## src/rtl/interp_pcm_n_if.sv

```systemverilog
// Sample-stream bundle for the PCM interpolator: output-rate strobe, mode select,
// ready/valid input side and the registered output with its sticky status flags.
interface interp_pcm_n_if #(parameter int WIDTH = 24);
  logic                    enable;
  logic                    mode;
  logic signed [WIDTH-1:0] in_data;
  logic                    in_valid;
  logic                    in_ready;
  logic signed [WIDTH-1:0] out_data;
  logic                    out_valid;
  logic                    underrun;
  logic                    sat;

  modport master (
    output enable, mode, in_data, in_valid,
    input  in_ready, out_data, out_valid, underrun, sat
  );

  modport slave (
    input  enable, mode, in_data, in_valid,
    output in_ready, out_data, out_valid, underrun, sat
  );
endinterface

```

## src/rtl/interp_pcm_n.sv

```systemverilog
// 2x/4x PCM interpolator built from one or two cascaded 7-tap halfband stages,
// clocked at modulator rate and advanced only on output-rate ticks.

// One halfband stage: phase 0 shifts a new sample in and passes the centre tap,
// phase 1 produces the interpolated midpoint (-d3 + 9*d2 + 9*d1 - d0) / 16.
module interp_pcm_n_hb #(parameter int WIDTH = 24) (
  input  logic                    clk,
  input  logic                    rst,
  input  logic                    i_run,
  input  logic                    i_phase,
  input  logic signed [WIDTH-1:0] i_din,
  output logic signed [WIDTH-1:0] o_dout,
  output logic                    o_clip
);
  localparam int SW = WIDTH + 5;
  localparam logic signed [SW-1:0] RND  = SW'(8);
  localparam logic signed [SW-1:0] MAXV = {6'b000000, {(WIDTH-1){1'b1}}};
  localparam logic signed [SW-1:0] MINV = {6'b111111, {(WIDTH-1){1'b0}}};

  logic [3:0][WIDTH-1:0]   r_d;
  logic signed [SW-1:0]    w_e0, w_e1, w_e2, w_e3, w_mid, w_sum, w_rnd;
  logic                    w_hi, w_lo;
  logic signed [WIDTH-1:0] w_y;

  always_comb begin
    w_e0  = {{5{r_d[0][WIDTH-1]}}, r_d[0]};
    w_e1  = {{5{r_d[1][WIDTH-1]}}, r_d[1]};
    w_e2  = {{5{r_d[2][WIDTH-1]}}, r_d[2]};
    w_e3  = {{5{r_d[3][WIDTH-1]}}, r_d[3]};
    w_mid = w_e1 + w_e2;
    w_sum = (w_mid <<< 3) + w_mid - w_e0 - w_e3;
    w_rnd = (w_sum + RND) >>> 4;
    w_hi  = (w_rnd > MAXV);
    w_lo  = (w_rnd < MINV);
    if (w_hi)      w_y = MAXV[WIDTH-1:0];
    else if (w_lo) w_y = MINV[WIDTH-1:0];
    else           w_y = w_rnd[WIDTH-1:0];
  end

  // Phase-0 output is d2 after the shift, i.e. d1 before it.
  assign o_dout = i_phase ? w_y : r_d[1];
  assign o_clip = i_run & i_phase & (w_hi | w_lo);

  always_ff @(posedge clk or posedge rst) begin
    if (rst)                    r_d <= '0;
    else if (i_run && !i_phase) r_d <= {r_d[2:0], i_din};
  end
endmodule

module interp_pcm_n #(parameter int WIDTH = 24) (
  input  logic           clk,
  input  logic           rst,
  interp_pcm_n_if.slave  bus
);
  logic [1:0]              r_cnt;
  logic                    r_mode_q;
  logic signed [WIDTH-1:0] r_last, r_a_out, r_out;
  logic                    r_vld, r_und, r_sat;

  logic                    w_tick, w_first, w_mode, w_take;
  logic signed [WIDTH-1:0] w_samp, w_a_y, w_b_y, w_y;
  logic                    w_a_run, w_a_ph, w_a_clip;
  logic                    w_b_run, w_b_ph, w_b_clip;
  logic [1:0]              w_cnt_nxt;

  // The frame's mode is taken live on its first tick so that tick already obeys it.
  assign w_tick  = bus.enable;
  assign w_first = (r_cnt == 2'd0);
  assign w_mode  = w_first ? bus.mode : r_mode_q;
  assign w_take  = w_tick & w_first;
  assign w_samp  = bus.in_valid ? bus.in_data : r_last;

  assign w_a_run = w_tick & (~w_mode | ~r_cnt[0]);
  assign w_a_ph  = w_mode ? r_cnt[1] : r_cnt[0];
  assign w_b_run = w_tick & w_mode;
  assign w_b_ph  = r_cnt[0];

  interp_pcm_n_hb #(.WIDTH(WIDTH)) u_hb_a (
    .clk     (clk),
    .rst     (rst),
    .i_run   (w_a_run),
    .i_phase (w_a_ph),
    .i_din   (w_samp),
    .o_dout  (w_a_y),
    .o_clip  (w_a_clip)
  );

  // Stage B consumes the previous A step's result, giving a one-A-step pipeline.
  interp_pcm_n_hb #(.WIDTH(WIDTH)) u_hb_b (
    .clk     (clk),
    .rst     (rst),
    .i_run   (w_b_run),
    .i_phase (w_b_ph),
    .i_din   (r_a_out),
    .o_dout  (w_b_y),
    .o_clip  (w_b_clip)
  );

  assign w_y       = w_mode ? w_b_y : w_a_y;
  assign w_cnt_nxt = w_mode ? r_cnt + 2'd1 : {1'b0, ~r_cnt[0]};

  always_ff @(posedge clk or posedge rst) begin
    if (rst) begin
      r_cnt    <= '0;
      r_mode_q <= 1'b0;
      r_last   <= '0;
      r_a_out  <= '0;
      r_out    <= '0;
      r_vld    <= 1'b0;
      r_und    <= 1'b0;
      r_sat    <= 1'b0;
    end else begin
      r_vld <= w_tick;
      if (w_tick) begin
        r_cnt <= w_cnt_nxt;
        r_out <= w_y;
        r_sat <= r_sat | w_a_clip | w_b_clip;
        if (w_first) r_mode_q <= bus.mode;
        if (w_mode && !r_cnt[0]) r_a_out <= w_a_y;
        if (w_take) begin
          if (bus.in_valid) r_last <= bus.in_data;
          else              r_und  <= 1'b1;
        end
      end
    end
  end

  assign bus.in_ready  = w_first;
  assign bus.out_data  = r_out;
  assign bus.out_valid = r_vld;
  assign bus.underrun  = r_und;
  assign bus.sat       = r_sat;
endmodule

```

## src/flat_wrapper.sv

```systemverilog
// flat-port wrapper written by rule: the top's interface ports become plain ports
module interp_pcm_n_flat 
#(parameter int WIDTH = 24)
  (clk, rst, bus_enable, bus_mode, bus_in_data, bus_in_valid, bus_in_ready, bus_out_data, bus_out_valid, bus_underrun, bus_sat);
  interp_pcm_n_if #(.WIDTH(WIDTH)) bus_i ();
  input  logic clk;
  input  logic rst;
  input wire logic [$bits(bus_i.enable)-1:0] bus_enable;
  input wire logic [$bits(bus_i.mode)-1:0] bus_mode;
  input wire logic [$bits(bus_i.in_data)-1:0] bus_in_data;
  input wire logic [$bits(bus_i.in_valid)-1:0] bus_in_valid;
  output wire logic [$bits(bus_i.in_ready)-1:0] bus_in_ready;
  output wire logic [$bits(bus_i.out_data)-1:0] bus_out_data;
  output wire logic [$bits(bus_i.out_valid)-1:0] bus_out_valid;
  output wire logic [$bits(bus_i.underrun)-1:0] bus_underrun;
  output wire logic [$bits(bus_i.sat)-1:0] bus_sat;
  assign bus_i.enable = bus_enable;
  assign bus_i.mode = bus_mode;
  assign bus_i.in_data = bus_in_data;
  assign bus_i.in_valid = bus_in_valid;
  assign bus_in_ready = bus_i.in_ready;
  assign bus_out_data = bus_i.out_data;
  assign bus_out_valid = bus_i.out_valid;
  assign bus_underrun = bus_i.underrun;
  assign bus_sat = bus_i.sat;
  interp_pcm_n #(.WIDTH(WIDTH)) u_core (.clk(clk), .rst(rst), .bus(bus_i));
endmodule
```

## config.mk

```make
export PLATFORM = sky130hd
export DESIGN_NAME = interp_pcm_n_flat
export DESIGN_NICKNAME = d
export VERILOG_FILES = /design/src/rtl/interp_pcm_n_if.sv /design/src/rtl/interp_pcm_n.sv /design/src/flat_wrapper.sv
export SDC_FILE = /design/constraint.sdc
export NUM_CORES = 1
export LEC_CHECK = 0
export CAP_MARGIN = 20
export CORE_MARGIN = 4
export CORE_UTILIZATION = 31
export CTS_BUF_LIST = sky130_fd_sc_hd__clkbuf_16
export DETAILED_ROUTE_END_ITERATION = 12
export GPL_TIMING_DRIVEN = 0
export SLEW_MARGIN = 40
export SYNTH_ARGS = -nofsm -noshare
export SYNTH_HDL_FRONTEND = slang
export SYNTH_HIERARCHICAL = 1
export SYNTH_SLANG_ARGS = --single-unit
```

## constraint.sdc

```tcl
create_clock -name clk -period 6.19 [get_ports clk]
set_clock_uncertainty 0.15 [all_clocks]
set_input_delay 0.9285 -clock clk [delete_from_list [all_inputs] [get_ports clk]]
set_output_delay 0.9285 -clock clk [all_outputs]
set_load 0.02 [all_outputs]
```

* Word level (Yosys, flattened, before mapping)
Cells that the tools add are included.
** Word-level totals
- Bits in registers :: 270
- Word-level logic and storage cells :: 66
** Cells by class
- Add/sub/neg operators :: 11
- $lt $le $gt $ge :: 4
- Muxes and demuxes :: 11
- Bitwise gates (word level) :: 15
- Reductions and logical operators :: 9
** Operator list (number)
- $mux W24 :: 8
- $sub A29 B24 Y29 :: 4
- $add A29 B29 Y29 :: 2
- $add A29 B5 Y29 const B :: 2
- $add A24 B24 Y25 :: 2
- $gt A25 B24 Y1 const B :: 2
- $lt A25 B24 Y1 const B :: 2
- $and A1 B1 Y1 :: 7
- $or A1 B1 Y1 :: 5
- $reduce_and A2 Y1 :: 2
- $logic_and A1 B1 Y1 :: 3
- $not A1 Y1 :: 3
- $reduce_and A3 Y1 :: 1
- $add A2 B1 Y2 const B :: 1
- $logic_not A1 Y1 :: 2
- $logic_not A2 Y1 :: 1
- $mux W1 :: 2
- $mux W2 :: 1

* Logic depth before layout (Yosys ltp)
Gate-level depths: netlist of the first run.
- Word-level depth :: 10
- Mapped depth :: 31
- Mapped depth without buffers :: 28

* Cells and area by module
The synthesis of the first run kept the hierarchy.
** By module, submodules not included
- interp_pcm_n_hb at u_core.u_hb_b :: instances 1, cells each 895, area an instance 8534.4 sq um, sequential area each 2402.3 sq um
- interp_pcm_n_hb at u_core.u_hb_a :: instances 1, cells each 895, area an instance 8479.4 sq um, sequential area each 2402.3 sq um
- interp_pcm_n :: instances 1, cells each 310, area an instance 3435.8 sq um, sequential area each 1951.9 sq um

* Worst setup path before layout of the first run
Ideal clock, no wire load.
- Path kind :: register -> register
- From :: reg u_core/u_hb_b/r_d[25] (netlist name)
- To :: reg u_core.r_out[10], in the netlist u_core/bus.out_data[10]
- Arrival :: 6.134 ns
- Data required time :: 5.903 ns
- Setup slack :: -0.231 ns
- Cell stages (with the launch flop) :: 28
- Path buffers :: 1
- Clock period less this slack :: 6.421 ns
- Cells stage by stage :: dfrtp_1 ha_1 a21o_1 a21o_1 a2111oi_4 o21bai_2 a41oi_2 o21ai_2 a311oi_4 o21ai_0 xor2_1 fa_1 inv_1 fa_1 inv_1 ha_1 ha_1 nand2_1 nor2_1 o41ai_1 a211o_1 a211oi_2 or3b_1 buf_2 a22oi_1 o22ai_1 mux2i_1 a21oi_1
** Between the ends
- Word-level cells in the longest chain between the ends :: 10
- Elaborated cells between the ends (all ways) :: 11
- Those cells by class :: 5 x add/sub; 2 x order compare; 4 x mux
** RTL lines
- start: declaration :: line interp_pcm_n.sv:20 : logic [3:0][WIDTH-1:0] r_d;
- start signal: assignment :: line interp_pcm_n.sv:46 : else if (i_run && !i_phase) r_d <= {r_d[2:0], i_din};
- $add A24 B24 Y25 * :: line interp_pcm_n.sv:30 : w_mid = w_e1 + w_e2;
- $add A29 B29 Y29 * :: line interp_pcm_n.sv:31 : w_sum = (w_mid <<< 3) + w_mid - w_e0 - w_e3;
- $sub A29 B24 Y29 * (2 in a row) :: line interp_pcm_n.sv:31
- $add A29 B5 Y29 * :: line interp_pcm_n.sv:32 : w_rnd = (w_sum + RND) >>> 4;
- $lt A25 B24 Y1 :: line interp_pcm_n.sv:34 : w_lo = (w_rnd < MINV);
- $mux W24 :: line interp_pcm_n.sv:36 : else if (w_lo) w_y = MINV[WIDTH-1:0];
- $mux W24 * :: line interp_pcm_n.sv:35 : if (w_hi) w_y = MAXV[WIDTH-1:0];
- $mux W24 * :: line interp_pcm_n.sv:41 : assign o_dout = i_phase ? w_y : r_d[1];
- named net u_core.w_b_y[10] :: line interp_pcm_n.sv:61 : logic signed [WIDTH-1:0] w_samp, w_a_y, w_b_y, w_y;
- $mux W24 * :: line interp_pcm_n.sv:99 : assign w_y = w_mode ? w_b_y : w_a_y;
- end signal: assignment :: line interp_pcm_n.sv:116 : r_out <= w_y;
- end: declaration :: line interp_pcm_n.sv:57 : logic signed [WIDTH-1:0] r_last, r_a_out, r_out;
The timed path passes the listed nets; every way through them passes the cells marked *.
A chain may end at the register's enable or synchronous reset.

* Worst setup path in the final report of the first run
- From :: reg u_core/u_hb_b/r_d[25] (netlist name)
- To :: reg u_core.r_out[7], in the netlist u_core/bus.out_data[7]
Same word-level chain as after synthesis.

==> impl_summary.md, run 1 <==
Run status
The run finished, with violations left. The final reports fail on setup timing.

Timing
For this run, the top clock speed supported by timing is 0.143 GHz. The max-slew headroom at the worst pin is 41.4%. The slew of the pin with the lowest slew margin is 0.879 ns. The share of the clock period used by the worst path is 113%. The number of max-slew violations in the final report is 0. The number of failing hold endpoints at the final stage is 0.

The least setup slack across all paths after layout is -0.789 ns. Setup repair after global routing could not meet its margin everywhere. Setup violations remaining at the end of the flow were counted as 49.

Counting I/O delays and the setup requirement, the final critical path takes 6.98 ns.

Place
After detailed placement, the design holds a cell count of 3013. The number of port buffers is 55. At the end of routability-driven placement, the weighted congestion stood at 0.915. The half-perimeter wire length after placement is 45200 um. Once placement finished, the instance area stood at 22200 sq um.

Critical path
The number of cells on the worst reg-to-reg path is 28. The largest single stage delay on the critical path is 0.51 ns. For this design, the slowest cell found on the critical path is fa_1. The maximum fanout along the worst path is 5.

The worst setup path is launched from a flip-flop. At the worst endpoint, the arrival time is 7.29 ns. The setup path with the least slack is of type reg2reg. Data on the critical path is required at its endpoint by 6.50 ns.

The number of cells on the critical path is 28. STA classifies the critical path endpoint as a flip-flop. The cell repeated most along the worst path is a21o_1. The family with the most delay on the worst path is compound AO/OA/AOI/OAI gates. The count of buffering cells on the critical path with inverters included is 2.

Route
The total vias in the final route is 16400. Summed over all layers, the routed wires come to 59100 um. The detailed router finished its first iteration with 1103 violations. In the final routed layout, each cell accounts on average for 18.7 um.

The first detailed-routing pass ran for 5 iterations. After detailed routing, the number of remaining DRC violations is 0. The vias per cell is 5.20. The residual antenna-violating net count after detailed routing is 0.

Layout
The post-route cell area is 25700 sq um. The number of nets in the layout is 2577. From synthesis to final layout, the design area changed by 25.8%. Once layout is complete, the cells apart from fillers number 3162.

Leaving out fill and tap cells, the most frequent cells in the layout are dfrtp_1, inv_1, nand2_1. Of the cells placed in the final design, the portion with a size suffix greater than 1 is 25.1%. The utilization after layout is 39.6%.

Leaving out fill and tap cells, the most frequent cell in the layout is dfrtp_1.

Clock tree
In this run the clock root is driven by a clkbuf_16. The longest clock path from root to sink contains 3 buffers. The CTS sink count is 270. The maximum level of the CTS H-tree is 1. TritonCTS built the clock tree. The CTS clock-pin slew for the worst setup and hold paths is 0.06 ns. Clock latency on the worst-skew pair, taken at its later pin, is 0.60 ns. TritonCTS created 31 clock buffers.

The number of hold buffers added after cts is 0.

Synth
Synthesis produced 2100 cells. The post-synthesis sequential element count is 270. The sequential fraction of the synthesis area is 33.0%. Averaged over all synthesized cells, the footprint is 9.74 sq um. The area of the mapped netlist is 20400 sq um. The post-synthesis cell type count is 87. The share of flip-flops with an asynchronous set or reset is 100%. The number of warnings printed during yosys synthesis is 6. The most used flip-flop cell after synthesis is dfrtp_1.

The synthesized net count is 2393. The number of flops mapped to enable cells by yosys is 0.

Flow run
The tool flagged a number of max-cap violations equal to 0.

Floorplanning
The total core area is 64900 sq um. In this run the core area contains 93 standard-cell rows. The number of top-level pins is 57.

The initial core utilization is 31.5%. The die is 265 um tall. In this run the horizontal extent of the chip is 265 um. The die covers 70100 sq um.

Global route
The overall overflow remaining after global route is 0. The first global-routing pass estimated 93400 um of wire. Entering global routing, the biggest net connects 65 pins.

The number of global-route vias before repair was 17000. The number of antenna violations at the first check in global routing is 0. The global-route usage over all layers is 16.3%.

Worst hold path
The class of the worst hold path is reg2reg. The number of cells on the worst hold path is 2.
## flip-flops by register name, indices dropped and copies added, names as in the netlist
name	cells
u_core/bus.out_valid	1
u_core/r_last	24
u_core/u_hb_b/r_d	96
u_core/bus.sat	1
u_core/bus.underrun	1
u_core/r_a_out	24
u_core/u_hb_a/r_d	96
u_core/r_cnt	2
u_core/bus.out_data	24
u_core/r_mode_q	1
## repair_timing
action / 4_1_cts / 5_1_grt
pin swaps: 125 / 85
buffers inserted: 67 / 32
endpoints found under the setup margin: 49 / 49
cloned: 5 / 0
gates resized for setup: 200 / 129
## worst min-delay path, stage by stage (launching register included)
cell and delay (ns):
dfrtp_1 0.34, nand2_1 0.05, nand2_1 0.06
## cell type report
cell class / instances / area (sq um)
diodes: 1 / 2.50
plain buffers: 75 / 405
clock buffers: 31 / 776
clock inverters: 24 / 235
fillers: 6257 / 39200
inverters: 235 / 900
multi-input cells: 1514 / 14100
flip-flops and latches: 270 / 6760
well taps: 855 / 1070
repair buffers: 157 / 1510
## stage by stage
stage | TNS (ns) | hold WS [ns] | setup slack (ns)
after floorplan | 0 | 0.292 | 0.0000622
after global placement | -61.37 | 0.304 | -1.48
after detailed placement | -62.33 | 0.314 | -1.49
after CTS | -22.86 | 0.330 | -0.812
after global routing | -33.48 | 0.348 | -1.02
final | -21.68 | 0.327 | -0.789
## metal layers
layer  share of wire (%)  wire length (um)  GRT usage (%)  vias to the layer above
li1                    -                 -              -                     7702
met1                  44             26200           21.5                     8206
met2                  48             28200           27.9                      433
met3                 5.1              3000           2.52                      101
met4                 2.9              1710           4.73                        0
met5                   0                 0              0                        -
## path summary, 6_finish.rpt
check,from,to,slack [ns]
max in group asynchronous,rst,u_core/u_hb_a/r_d[47],4.38
max reg2reg,u_core/u_hb_b/r_d[25],u_core/bus.out_data[7],-0.79
min,u_core/r_last[21],u_core/r_last[21],0.33
min reg2reg,u_core/r_last[21],u_core/r_last[21],0.33
min in group asynchronous,rst,u_core/u_hb_b/r_d[3],0.84
max,u_core/u_hb_b/r_d[25],u_core/bus.out_data[7],-0.79
## cells by family after synthesis
family          count (synthesis)  share of synthesized area (%)
compound gates                514                           16.7
xor+xnor                      102                           4.41
fa+ha+maj                     264                           19.2
buf+inv                       317                           6.00
flops                         270                           33.0
mux                           197                           10.7
simple gates                  436                           9.92
## Yosys cell counts (10+ instances only)
library cell	count	area (sq um)
nand4_1	14	87.6
a22oi_1	19	143
o21a_1	20	150
fa_1	84	1680
nand3_1	32	160
buf_2	15	75.1
o211ai_1	24	180
nor2_1	65	244
xnor2_1	53	464
mux2i_1	27	270
o31ai_1	12	90.1
a21oi_1	118	591
o21ai_0	127	636
nand2_1	217	815
o21bai_1	16	120
ha_1	180	2250
nand2b_1	10	62.6
inv_1	234	878
xor2_1	48	420
a31oi_1	19	119
nor2b_1	22	138
mux2_2	170	1910
clkbuf_1	61	229
o22ai_1	12	75.1
dfrtp_1	270	6760
and3_1	14	87.6
a2bb2oi_1	12	105
a21o_1	54	405
nor3_1	18	90.1
Power of run 1 is left out: the tool's default activity adds up to more than one toggle a clock period on the data nets, which glitch-free logic cannot reach.
==> run 2, diff against run 1 <==
CORE_UTILIZATION = 50   (was 31)
PLACE_DENSITY = 0.69   (was not set)
==> impl_summary.md, run 2 (same netlist as run 1, synthesis figures left out) <==
Floorplanning
The die outline area is 44200 sq um. The floorplan has 73 rows. The initial core utilization is 51.0%. The die span in y is 210 um.

57 I/O pins were placed. The total core area is 40100 sq um. The x dimension of the die is 210 um.

Critical path
The critical path capture point type is a flip-flop. The count of buffering cells on the critical path with inverters included is 3. The arrival time reported for the critical path endpoint is 7.27 ns. Data on the critical path is required at its endpoint by 6.46 ns. For this run, the slowest stage of the critical path takes 0.57 ns. Among cell families on the critical path, the largest total delay comes from compound AO/OA/AOI/OAI gates. STA classifies the critical path startpoint as a flip-flop. In this run the worst path has a maximum fanout of 5. The slowest stage of the critical path belongs to the cell fa_1. By instance count, the cell type seen most on the critical path is a21o_1. The critical path in this run is classified as reg2reg. The number of cells on the critical path is 28. The number of cells on the worst reg-to-reg path is 28.

Timing
Setup repair after global routing could not meet its margin everywhere. The number of failing hold endpoints at the final stage was 0. The final critical-path required period is 7.01 ns. The max-slew headroom at the worst pin is 30.5%. The number of max-slew violations in the final report is 0. The least setup slack across all paths after layout is -0.817 ns. The total negative slack for setup checks is -24.05 ns. The upper clock frequency limit is 0.143 GHz. The final count of negative-setup-slack endpoints is 49. For the pin with the worst max-slew slack, the measured transition is 1.04 ns.

Of the available clock period, the critical path in the final layout requires 113%.

Worst hold path
The class of the worst hold path is reg2reg. The number of cells on the worst hold path is 1.

Layout
Once layout is complete, the utilization of the core stands at 62.8%. The finished cells cover 25200 sq um. The post-route netlist has 24.6% of its cells at a drive strength greater than 1. The largest registers in the layout are u_core/u_hb_a/r_d: 96 flops, u_core/u_hb_b/r_d: 96 flops.

Leaving out fill and tap cells, the most frequent cells in the layout are dfrtp_1, inv_1, nand2_1. The synthesis-to-layout area growth is 23.2%. The number of nets in the layout is 2568. The library cell used most frequently in the layout, excluding fill and tap cells, is dfrtp_1. The number of antenna diodes in the final layout is 0.

Clock tree
The clock latency on the worst-skew pair is 0.56 ns. The number of buffers created by CTS is 31. The number of hold buffers added after cts is 0. The TritonCTS clock tree is built. The CTS clock-pin slew for the worst setup and hold paths is 0.06 ns.

CTS placed an instance of clkbuf_16 at the clock tree root. The clock drives 270 sinks. No sink is reached through more buffers than the 3 on the longest clock path. The maximum level of the CTS H-tree is 1.

Place
The worst setup timing slack at the placement stage is -1.46 ns. In this run the cell area measured after placement is 21800 sq um. The number of port buffers is 55.

The congestion estimate from routability-driven global placement came to 0.937. Detailed placement finished with a half-perimeter wire length of 42500 um.

Global route
Entering global routing, the biggest net connects 58 pins. The number of global-route vias before repair came to 16500. Global routing used 24.6% of the available tracks. Global routing finished with a remaining overflow of 0. The global-route wire length before repair is 87900 um. The number of antenna violations at the first check in global routing is 0.

Route
After the first detailed-routing iteration, the DRC count stood at 1211. After detailed routing, the average wire length per cell comes to 20.3 um. The wire length after detailed routing is 57300 um. The vias per cell is 5.81.

The first-pass iteration count of the detailed router is 6. The total vias in the final route is 16400. In the routed design, unresolved DRC markers number 0. In this run the remaining antenna-violating nets after routing total 0.

Run status
The final reports fail on setup timing. The flow ran to the end, but the final reports show violations.

Flow run
Across the run, the number of max-cap violations was 0.
==> run 2: cell types whose count changed in the layout (fill, tap and decap cells not counted), moves of 6 or more <==
cell / delta
buf_4: -12
ha_1: +10
ha_2: -8
o31ai_2: -7
o31ai_4: +6
==> run 2: path summary, 6_finish.rpt <==
path | endpoint | slack (ns) | startpoint
setup / recovery | u_core/bus.out_data[15] | -0.82 | u_core/u_hb_b/r_d[25]
hold reg to reg | u_core/bus.sat | 0.32 | u_core/bus.sat
min in group asynchronous | u_core/u_hb_b/r_d[4] | 0.86 | rst
hold / removal | u_core/bus.sat | 0.32 | u_core/bus.sat
setup reg to reg | u_core/bus.out_data[15] | -0.82 | u_core/u_hb_b/r_d[25]
max in group asynchronous | u_core/u_hb_a/r_d[47] | 4.34 | rst
==> run 2: area by class of cell <==
| type | count | area, sq um |
|---|---|---|
| inverters | 235 | 903 |
| multi-input cells | 1514 | 14000 |
| well taps | 525 | 657 |
| fillers | 3173 | 14900 |
| clock inverters | 25 | 230 |
| clock buffers | 31 | 776 |
| repair buffers | 148 | 1440 |
| flip-flops and latches | 270 | 6760 |
| plain buffers | 75 | 420 |
==> run 2: repair_timing <==
action,CTS,global route
setup endpoints to repair,49,49
pin swaps,92,114
buffers inserted,43,43
gates resized for setup,203,128
gates cloned,4,3
==> run 2: stage by stage <==
stage	std cells	hold slack [ns]
3_3_place_gp	2680	0.303
3_5_place_dp	2683	0.311
6_report	2823	0.319
2_1_floorplan	2100	0.292
4_1_cts	2783	0.326
5_1_grt	2823	0.350
==> run 2: metal layers <==
layer	track usage [%]	part of all wire, %
met2	43.5	49
met4	9.00	5.2
met5	0	0
met3	2.56	4.4
met1	31.4	41
Power of run 2 is left out for the same reason.
==> run 3, diff against run 2 <==
RECOVER_POWER = 25   (was not set)
==> impl_summary.md, run 3 (same netlist as run 1, synthesis figures left out) <==
Timing
The share of the clock period used by the worst path is 113%. Once routing completed, OpenROAD measured the worst setup slack at -0.826 ns. The number of max-slew violations in the final report came to 185.

The number of failing hold endpoints at the final stage is 0. Measured against its own limit, the worst slew margin works out to -98.6%. The smallest hold slack is 0.319 ns. Counting I/O delays and the setup requirement, the final critical path takes 7.02 ns.

Setup violations remaining at the end of the flow were counted as 49. Derived from the worst setup path, the maximum achievable clock frequency is 0.143 GHz. At the pin with the least slew margin, the transition time is 2.98 ns. Setup repair after global routing could not meet its margin everywhere.

Critical path
The startpoint kind of the worst setup timing path is a flip-flop. The arrival time reported for the critical path endpoint is 7.28 ns. The required time of the critical path is 6.45 ns. Among cell families on the critical path, the largest total delay comes from compound AO/OA/AOI/OAI gates. The path type of the worst setup path is reg2reg. The cell with the largest stage delay on the worst path is fa_1. In this design, the stage delay of the slowest critical-path cell is 0.57 ns.

The worst setup path is captured at a flip-flop. The maximum fanout along the worst path is 5. By instance count, the cell type seen most on the critical path is a21o_1. Counting both buffers and inverters, the worst setup path holds a total of 3.

Floorplanning
The number of rows in the core area is 73. In this run the vertical extent of the chip is 210 um. The floorplan step defined a die boundary enclosing 44200 sq um. Once the floorplan was initialized, standard cells occupied 51.0% of the core.

For this design the top-level I/O count stands at 57. The total core area is 40100 sq um. From left edge to right edge, the die measures 210 um.

Layout
Summing all multi-input logic gate instances after layout gives 14000 sq um. The number of filler instances in the final layout is 3181. The largest registers in the layout are u_core/u_hb_a/r_d: 96 flops, u_core/u_hb_b/r_d: 96 flops. The library cell used most frequently in the layout, excluding fill and tap cells, is dfrtp_1. The post-route cell area is 25200 sq um. Cells with a size suffix above 1 make up 24.6% of the layout. The top cell types in the final layout, fill and taps aside, are dfrtp_1, inv_1, nand2_1. The synthesis-to-layout area growth is 23.0%. Measured on the finished design, the core utilization comes to 62.7%. The count of inserted antenna diode cells is 0. The number of nets in the layout is 2568.

The register area is 6760 sq um.

Clock tree
The number of clock buffers added by TritonCTS is 31. The buffer type at the clock tree root is clkbuf_16. The CTS sink count is 270.

The CTS clock-pin slew for the worst setup and hold paths is 0.06 ns. The clock latency on the worst-skew pair is 0.56 ns. The maximum clock insertion buffer count is 3. The maximum level of the CTS H-tree is 1. Hold repair after CTS inserted 0 buffers. TritonCTS built the clock tree.

Route
After detailed routing, the number of vias per cell comes to 5.81. The residual antenna-violating net count after detailed routing is 0. The iteration-0 DRC count of the detailed router is 1186. The first detailed-routing pass took 6 iterations. The total vias in the final route is 16400. Summed over all layers, the routed wires come to 57300 um.

For this run, design rule violations remaining after detail routing come to 0. In the final routed layout, each cell accounts on average for 20.3 um.

Run status
The final reports fail on capacitance limit, slew limit, setup timing. The flow ran to the end, but the final reports show violations.

Place
The half-perimeter wire length after placement is 42500 um. The congestion estimate from routability-driven global placement came to 0.937. During placement, the flow inserted port buffers numbering 55. Summing all placed instances gives a cell area of 21800 sq um. The worst setup timing slack at the placement stage is -1.46 ns.

Global route
Global routing used 24.6% of the available tracks across all layers. The number of global-route vias before repair came to 16500. The overall overflow remaining after global route is 0. Entering global routing, the biggest net connects 58 pins. The global-route wire length before repair is 87900 um. The number of antenna violations at the first check in global routing is 0.

Flow run
The max-capacitance violation count is 4.

Worst hold path
The min-delay analysis places its worst path in the category reg2reg.
[run 3: cell count changes in the layout (fill, tap and decap cells not counted), sizes merged]
cell           change
buf                -1
clkbuf             +1
clkdlybuf4s50      -2
clkinvlp           +3
dlygate4sd3        +2
inv                -3
[run 3: cell type report]
class | instances | area share [%]
multi-input combinational | 1514 | 55.7
sequential | 270 | 26.9
timing repair buffer | 148 | 5.63
inverter | 235 | 3.54
clock buffer | 31 | 3.08
tap | 525 | 2.61
buffer | 75 | 1.67
clock inverter | 25 | 0.915
[run 3: path summary, 6_finish.rpt]
check / startpoint / end / slack (ns) / cells after the start
hold / removal: u_core/bus.sat / u_core/bus.sat / 0.32 / 1
max in group asynchronous: rst / u_core/u_hb_b/r_d[24] / 0.94 / 3
min in group asynchronous: rst / u_core/bus.out_data[6] / 1.25 / 2
setup / recovery: u_core/u_hb_b/r_d[24] / u_core/bus.out_data[13] / -0.83 / 28
hold reg to reg: u_core/bus.sat / u_core/bus.sat / 0.32 / 1
setup reg to reg: u_core/u_hb_b/r_d[24] / u_core/bus.out_data[13] / -0.83 / 28
[run 3: stage by stage]
step	instances	setup TNS, ns
2_1_floorplan	2100	0
3_3_place_gp	2680	-55.33
3_5_place_dp	2683	-59.05
4_1_cts	2783	-23.54
5_1_grt	2823	-35.67
6_report	2823	-24.31
[run 3: timing repair]
item,CTS,global route
resized for setup,203,128
hold endpoints to repair,0,0
endpoints found under the setup margin,49,49
pin swaps,92,114
buffers inserted,43,43
gates cloned,4,3
[run 3: per-layer routing]
layer	global-route usage, %	routed length (um)	part of all wire [%]	up-vias
li1	-	-	-	7684
met1	31.4	23800	42	8013
met2	43.5	28000	49	522
met3	2.56	2500	4.4	189
met4	9.00	2950	5.1	0
met5	0	0	0	-
[run 3: worst reg2reg max path, delay by kind of cell, from the launching register on]
kind / cells / cell delay, ns
adders and majority gates: 5 / 1.70
AOI/OAI and AO/OA: 15 / 3.07
buffers and inverters: 3 / 0.29
muxes: 2 / 0.39
DFF: 1 / 0.41
and+or+nand+nor: 3 / 0.86
Power of run 3 is left out for the same reason.
